<file path="src/rtl/alarm_pkg.sv">
// alarm_pkg: shared ring-controller state encoding and default timing constants
package alarm_pkg;
   typedef enum logic [1:0] {
      IDLE   = 2'd0,
      RING   = 2'd1,
      SNOOZE = 2'd2,
      DONE   = 2'd3
   } state_t;
   localparam int DEF_CLK_HZ         = 2000;
   localparam int DEF_RING_SECONDS   = 60;
   localparam int DEF_SNOOZE_SECONDS = 300;
   localparam int DEF_MAX_SNOOZE     = 3;
endpackage

</file>
<file path="src/rtl/sec_tick_gen.sv">
// sec_tick_gen: one-cycle tick every CLK_HZ cycles, restarted by clr
module sec_tick_gen #(
   parameter int CLK_HZ = 2000
) (
   input  logic clk,
   input  logic rstn,
   input  logic clr,
   output logic tick
);
   localparam int DW = (CLK_HZ > 1) ? $clog2(CLK_HZ) : 1;
   logic [DW-1:0] div;
   assign tick = (div == DW'(CLK_HZ - 1));
   // divider runs 0..CLK_HZ-1 and restarts from zero on clr
   always_ff @(posedge clk)
      if (!rstn || clr) div <= '0;
      else div <= tick ? '0 : div + DW'(1);
endmodule

</file>
<file path="src/rtl/alarm_ring_ctrl.sv">
// alarm_ring_ctrl: alarm ring FSM with two-tone buzzer, ring timeout, snooze and stop
module alarm_ring_ctrl
   import alarm_pkg::*;
#(
   parameter int CLK_HZ         = DEF_CLK_HZ,
   parameter int RING_SECONDS   = DEF_RING_SECONDS,
   parameter int SNOOZE_SECONDS = DEF_SNOOZE_SECONDS,
   parameter int MAX_SNOOZE     = DEF_MAX_SNOOZE
) (
   input  logic       clk,
   input  logic       rstn,
   input  logic       bell_en,
   input  logic       time_match,
   input  logic       snooze_key,
   input  logic       stop_key,
   output logic       buzzer,
   output logic       ringing,
   output logic       snoozing,
   output logic [1:0] snooze_cnt
);
   localparam int SEC_MAX = (RING_SECONDS > SNOOZE_SECONDS) ? RING_SECONDS : SNOOZE_SECONDS;
   localparam int SW      = $clog2(SEC_MAX + 1);
   state_t        state, nxt;
   logic          tm_d, sk_d, st_d;
   logic          tm_rise, sk_rise, st_rise;
   logic          entry, tick, expire;
   logic [SW-1:0] sec, sec_lim;
   logic [1:0]    tone_cnt, cnt;
   assign tm_rise = time_match & ~tm_d;
   assign sk_rise = snooze_key & ~sk_d;
   assign st_rise = stop_key & ~st_d;
   assign entry   = (nxt != state);
   assign sec_lim = (state == RING) ? SW'(RING_SECONDS - 1) : SW'(SNOOZE_SECONDS - 1);
   assign expire  = tick && (sec == sec_lim);
   sec_tick_gen #(.CLK_HZ(CLK_HZ)) u_tick (
      .clk (clk),
      .rstn(rstn),
      .clr (entry),
      .tick(tick)
   );
   // next state: bell_en low beats stop, stop beats snooze, snooze beats timeout
   always_comb begin
      nxt = state;
      case (state)
         IDLE:    nxt = (bell_en && tm_rise) ? RING : IDLE;
         RING:    nxt = (!bell_en || st_rise) ? DONE
                      : (sk_rise && cnt < 2'(MAX_SNOOZE)) ? SNOOZE
                      : expire ? DONE : RING;
         SNOOZE:  nxt = (!bell_en || st_rise) ? DONE : expire ? RING : SNOOZE;
         default: nxt = time_match ? DONE : IDLE;
      endcase
   end
   // state, key edge history (held high in reset so power-up levels are not edges), snooze count
   always_ff @(posedge clk)
      if (!rstn) begin
         state <= IDLE;
         tm_d  <= 1'b1;
         sk_d  <= 1'b1;
         st_d  <= 1'b1;
         cnt   <= '0;
      end else begin
         state <= nxt;
         tm_d  <= time_match;
         sk_d  <= snooze_key;
         st_d  <= stop_key;
         cnt   <= (nxt == IDLE) ? '0 : (state == RING && nxt == SNOOZE) ? cnt + 2'd1 : cnt;
      end
   // seconds elapsed in the current state and tone phase, both restarted on each state entry
   always_ff @(posedge clk)
      if (!rstn) begin
         sec      <= '0;
         tone_cnt <= '0;
      end else begin
         sec      <= entry ? '0 : (tick && sec != '1) ? sec + SW'(1) : sec;
         tone_cnt <= entry ? '0 : (state == RING) ? tone_cnt + 2'd1 : tone_cnt;
      end
   // registered outputs: even seconds toggle at CLK_HZ/2, odd seconds at CLK_HZ/4
   always_ff @(posedge clk)
      if (!rstn) begin
         buzzer     <= 1'b0;
         ringing    <= 1'b0;
         snoozing   <= 1'b0;
         snooze_cnt <= '0;
      end else begin
         buzzer     <= (state == RING) && (sec[0] ? tone_cnt[1] : tone_cnt[0]);
         ringing    <= (state == RING);
         snoozing   <= (state == SNOOZE);
         snooze_cnt <= cnt;
      end
endmodule

</file>
<file path="config.mk">
export PLATFORM = sky130hd
export DESIGN_NAME = alarm_ring_ctrl
export DESIGN_NICKNAME = d
export VERILOG_FILES = /design/src/rtl/alarm_pkg.sv /design/src/rtl/sec_tick_gen.sv /design/src/rtl/alarm_ring_ctrl.sv
export SDC_FILE = /design/constraint.sdc
export NUM_CORES = 1
export LEC_CHECK = 0
export ABC_AREA = 1
export CAP_MARGIN = 20
export CORE_MARGIN = 2
export CORE_UTILIZATION = 46
export CTS_BUF_LIST = sky130_fd_sc_hd__clkbuf_4 sky130_fd_sc_hd__clkbuf_8
export DETAILED_ROUTE_END_ITERATION = 8
export PLACE_DENSITY_LB_ADDON = 0.1
export SLEW_MARGIN = 10
export SYNTH_ARGS = -nofsm -noshare
export SYNTH_HDL_FRONTEND = slang
export SYNTH_SLANG_ARGS = --single-unit
</file>
<file path="constraint.sdc">
create_clock -name clk -period 1.73 [get_ports clk]
set_input_delay 0.346 -clock clk [delete_from_list [all_inputs] [get_ports clk]]
set_output_delay 0.346 -clock clk [all_outputs]
set_load 0.02 [all_outputs]
</file>
# After elaboration in Yosys (flattened, before gate mapping)
# Index checks and enable logic that the tools add are counted.
dict set report op_classes {
  n_lt_le_gt_ge 1
  eq_ne 7
  n_mux 10
  add_sub_neg 4
  reduce_logical 15
  bitwise 7
}
# operator n
set op_table {}
lappend op_table {{2-bit 2-to-1 mux} 6}
lappend op_table {{11-bit by 1-bit adder with 11-bit output (second input constant)} 1}
lappend op_table {{11-bit equality test (second input constant)} 1}
lappend op_table {{9-bit by 1-bit adder with 9-bit output (second input constant)} 1}
lappend op_table {{9-bit equality test} 1}
lappend op_table {{9-bit 2-to-1 mux} 1}
lappend op_table {{9-bit inequality test (second input constant)} 1}
lappend op_table {{1-bit logical AND} 6}
lappend op_table {{2-bit one-hot mux with 3 select lines} 1}
lappend op_table {{2-bit OR reduction} 3}
lappend op_table {{2-bit by 1-bit adder with 2-bit output (second input constant)} 2}
lappend op_table {{2-bit equality test (second input constant)} 2}
lappend op_table {{2-bit zero test} 2}
lappend op_table {{1-bit NOT} 4}
lappend op_table {{1-bit bitwise AND} 3}
lappend op_table {{2-bit by 1-bit equality test with 1-bit output (second input constant)} 1}
lappend op_table {{1-bit zero test} 2}
lappend op_table {{1-bit logical OR} 2}
lappend op_table {{2-bit < comparator (second input constant)} 1}
lappend op_table {{1-bit 2-to-1 mux} 2}
lappend op_table {{2-bit inequality test} 1}
dict set report totals {
  input_bits 6
  out_inout_bits 5
  reg_bits 34
}

# Longest topological paths before layout
dict set report logic_depth {
  depth_word 11
  depth_mapped 15
  mapped_depth_nobuf 14
}

# Cells and area by module
# A second synthesis with hierarchy kept.
dict set report unflattened {
  hier_cells 215
  hier_area_um2 1582.8
}
# mod n_inst seq_area_each_um2 cells_per_inst area_per_inst_um2
set by_module_without_submodules {}
lappend by_module_without_submodules {alarm_ring_ctrl 1 460.4 141 1046.0}
lappend by_module_without_submodules {sec_tick_gen 1 220.2 74 536.8}

# Worst setup path after synthesis
# OpenSTA, ideal clock, no wires.
dict set report synth_path {
  kind {register to register}
  from {register sec[0]}
  to {register sec[7]}
  t_arrival_ns 1.723
  path_slack_ns -0.104
  setup_ns 0.110
  path_stages_with_launch 12
  path_cell_list {dfxtp_1 ha_1 nand3_1 nor2_1 nand2_1 nor2_1 ha_1 nor4_2 nand4_1 xor2_1 inv_1 nor2_1}
}
dict set report synth_via {
  elab_chain_len 8
  elab_cells_between_ends 13
  classes_between {add/sub: 1; eq/ne: 3; mux: 6; reduce/logical: 3}
}
# element line
set synth_rtl {}
lappend synth_rtl {{start, declared} alarm_ring_ctrl.sv:27} ;# logic [SW-1:0] sec, sec_lim;
lappend synth_rtl {{start signal, assigned} alarm_ring_ctrl.sv:74} ;# sec <= entry ? '0 : (tick && sec != '1) ? sec + SW'(1) : sec;
lappend synth_rtl {{9-bit equality test} alarm_ring_ctrl.sv:34} ;# assign expire = tick && (sec == sec_lim);
lappend synth_rtl {{1-bit logical AND} alarm_ring_ctrl.sv:34}
lappend synth_rtl {{2-bit 2-to-1 mux} alarm_ring_ctrl.sv:48} ;# : expire ? DONE : RING;
lappend synth_rtl {{2-bit 2-to-1 mux} alarm_ring_ctrl.sv:47} ;# : (sk_rise && cnt < 2'(MAX_SNOOZE)) ? SNOOZE
lappend synth_rtl {{2-bit 2-to-1 mux} alarm_ring_ctrl.sv:46} ;# RING: nxt = (!bell_en || st_rise) ? DONE
lappend synth_rtl {{2-bit one-hot mux with 3 select lines} alarm_ring_ctrl.sv:44} ;# case (state)
lappend synth_rtl {{2-bit inequality test} alarm_ring_ctrl.sv:32} ;# assign entry = (nxt != state);
lappend synth_rtl {{2-bit OR reduction (no source line)} --}
# Several ways; a longest one is shown, not always the timed one.
# A chain may end at the register's enable or synchronous reset.

# Worst setup path in the final report
dict set report layout_path {
  from {input snooze_key}
  to {register u_tick.div[3]}
}
dict set report layout_via {
  elab_chain_len 8
}
# element line
set layout_rtl {}
lappend layout_rtl {{start, declared} alarm_ring_ctrl.sv:14} ;# input logic snooze_key,
lappend layout_rtl {{1-bit bitwise AND} alarm_ring_ctrl.sv:30} ;# assign sk_rise = snooze_key & ~sk_d;
lappend layout_rtl {{1-bit logical AND} alarm_ring_ctrl.sv:47}
lappend layout_rtl {{2-bit 2-to-1 mux} alarm_ring_ctrl.sv:47}
lappend layout_rtl {{2-bit 2-to-1 mux} alarm_ring_ctrl.sv:46}
lappend layout_rtl {{2-bit one-hot mux with 3 select lines} alarm_ring_ctrl.sv:44}
lappend layout_rtl {{2-bit inequality test} alarm_ring_ctrl.sv:32}
lappend layout_rtl {{1-bit logical OR} sec_tick_gen.sv:15} ;# if (!rstn || clr) div <= '0;
lappend layout_rtl {{2-bit OR reduction (no source line)} --}
lappend layout_rtl {{end signal, assigned} sec_tick_gen.sv:16} ;# else div <= tick ? '0 : div + DW'(1);
lappend layout_rtl {{end, declared} sec_tick_gen.sv:11} ;# logic [DW-1:0] div;
# No other way between the ends.

==> impl_metrics.toml <==
[sta]
finalClockSkew_ns = 0.00465
period_share_pct = 103
max_freq_mhz = 559
worstMarginPinSlew_ns = 0.460
slew_headroom_pct = 69.1
post-route-min-period_ns = 1.79
setup_viol = 14
fin_ws_ns = -0.0576
grt_setup_unrepaired = "yes"
finalHoldViolations = 0
maxSlewViolCount = 0

[final_layout]
fillers = 305
diodes = 0
layout_commonest_cell = "nand2_1"
multi_input_area_sq_um = 948
final_cell_mix = "nand2_1, buf_4, inv_1"
regArea_sq_um = 687
drive_above_1_share_pct = 41.4
syn_to_final_growth_pct = 42.7
fin_area_sq_um = 2450
fin_nets = 287

[logic_synthesis]
ys_seq_area_share_pct = 39.7
synth_seq_cells = 34
synth_area_sq_um = 1720
synthCells = 223
yosys_warnings = 0
syn_nets = 233
syn_avg_cell_area_sq_um = 7.69
yosysUniqueCellTypes = 25

[pwr]
p_int_uw = 1420
ir_drop_mv = 0.674
p_seq_share_pct = 44.4
p_leak_uw = 0.00103
sw_frac_of_total_pct = 23.4
p_per_area_nw_per_um2 = 756
combPwrFrac_pct = 15.4
total_power_uw = 1850
p_sw_uw = 433
p_clk_share_pct = 40.3

[job]
maxCapViolations = 0

[setup_path]
criticalPathCategory = "primary input to register"
r2r_end = "u_tick.div[2]$_SDFF_PP0_"
cp-start-kind = "primary input"
reg2regPathDepth = 13
end_kind = "register"
arrival_ns = 2.02
required_ns = 1.96
reg2reg_from = "u_tick.div[1]$_SDFF_PP0_"
regToRegSetupSlack_ns = -0.01
crit_start = "snooze_key"
crit_path_end = "u_tick.div[3]$_SDFF_PP0_"
worstPathMaxFanout = 5

[route]
wire_per_inst_um = 10.5
drt_wl_total_um = 3440
vias = 1437
vias_per_cell = 4.41
drt_pass1_iterations = 4
ant_nets = 0
drc_errors = 0
drt_iter0_drc = 71

[cts]
clockBufferDepth = 2
path_clk_slew_ns = 0.07
clk_latency_ns = 0.29
cts-root-buf = "clkbuf_8"
ctsHoldBuffers = 0
cts-buffers-inserted = 5
numClockSinks = 34
htreeDepth = 2
cts_tree = "built"

[global_route]
track_usage_pct = 18.2
grt_pass1_wl_um = 5860
grt_pass1_vias = 1384
antenna_found_initial = 0
grt_max_degree = 11
globalRoute.totalOverflow = 0

[die]
core_sq_um = 3630
start_util_pct = 47.2
rows = 22
die_h_um = 65.1
die_x_um = 65.1
dieArea_sq_um = 4230
pin_count = 11

[placed_design]
globalplace.congestion = 0.796
pre_cts_ws_ns = -0.328
dp_hpwl_um = 2320
port_buffers = 10
placedInstanceArea_sq_um = 2110

[min_path]
hold_class = "primary input to register"
min_from = "stop_key"

[run_status]
violations = "negative setup slack"
status = "finished with violations"
[cells by family after synthesis]
kind of cell | synth area share (%)
and+or+nand+nor | 35.7
AOI/OAI and AO/OA | 1.46
DFF | 39.7
xor gates and xnor gates | 8.17
adders and majority gates | 2.92
buffers and inverters | 12.1
[how the worst min path moves through the flow]
stage | cells past startpoint | to | slack, ns
final | 4 | st_d$_SDFF_PN1_ | 0.40
after global routing | 4 | st_d$_SDFF_PN1_ | 0.40
after CTS | 2 | u_tick.div[0]$_SDFF_PP0_ | 0.52
after detailed placement | 2 | u_tick.div[0]$_SDFF_PP0_ | 0.51
after global placement | 2 | u_tick.div[0]$_SDFF_PP0_ | 0.51
after floorplan | 2 | snooze_cnt[1]$_SDFF_PN0_ | 0.42
[flip-flops by register name, indices dropped and copies added, names as in the netlist, 2 cells and up]
name and flops:
tone_cnt 2, cnt 2, u_tick.div 11, sec 9, snooze_cnt 2, state 2
[through the flow]
| step | util (%) | cells | setup TNS [ns] | hold WS [ns] |
|---|---|---|---|---|
| after floorplan | - | 223 | -0.0136 | 0.424 |
| after global placement | 58.1 | 310 | -7.33 | 0.507 |
| after detailed placement | 58.1 | 310 | -7.46 | 0.509 |
| after CTS | 64.1 | 321 | -0.566 | 0.525 |
| after global routing | 67.4 | 326 | -2.93 | 0.405 |
| final | 67.4 | 326 | -0.466 | 0.398 |
[timing repair]
| item | in CTS | in global routing |
|---|---|---|
| cloned | 1 | 1 |
| endpoints found under the setup margin | 24 | 25 |
| resized for setup | 17 | 21 |
| pin swaps | 10 | 15 |
| buffers inserted | 2 | 4 |
[power by group through the flow]
| stage | Combinational [uW] | Sequential [uW] | Clock, uW |
|---|---|---|---|
| finish | 284 | 821 | 745 |
| floorplan | 133 | 833 | 0 |
| CTS | 261 | 821 | 768 |
| global placement | 228 | 831 | 0 |
| global route | 311 | 823 | 796 |
| detailed placement | 229 | 832 | 0 |
[worst max-delay path, stage by stage]
cell	delay, ns
clkdlybuf4s50_1	0.47
inv_2	0.05
nor3_4	0.20
a21oi_2	0.07
inv_1	0.08
and2_4	0.13
nand2_1	0.05
nand2_2	0.06
nor2_2	0.04
nor2_2	0.14
nand2_2	0.11
clkbuf_16	0.18
nor2_2	0.08
[routing by layer]
metal  global-route usage, %  vias up  part of all wire, %
met4                    8.07        0                  1.9
met3                    5.56        6                  2.8
met2                    29.6       13                   49
met5                       0        -                    0
met1                    21.9      634                   46
li1                        -      784                    -
[cell type report]
| cell class | instances | area share, % |
|---|---|---|
| multi-input combinational | 143 | 38.8 |
| tap | 48 | 2.45 |
| clock inverter | 1 | 1.23 |
| sequential | 34 | 28.1 |
| inverter | 42 | 6.54 |
| timing repair buffer | 51 | 19.5 |
| clock buffer | 7 | 3.43 |
[cell usage after synthesis]
cell type,number,area (sq um)
nand4_1,7,43.8
inv_4,1,6.26
o21ai_0,1,5.00
nand2_4,1,11.3
nor2_4,3,33.8
inv_2,4,15.0
nor4_2,1,12.5
nor2_1,16,60.1
xnor2_1,7,61.3
a21oi_1,2,10.0
nor2_2,23,144
nand3_2,1,10.0
and2_1,1,6.26
nand2_1,38,143
xor2_1,9,78.8
nor4_1,2,12.5
nand2_2,8,50.1
nand3_1,13,65.1
o21ai_1,2,10.0
buf_6,3,33.8
inv_1,37,139
clkbuf_8,1,13.8
ha_1,4,50.1
dfxtp_1,34,681
nor3_1,4,20.0
(Power assumes the default switching activity.)
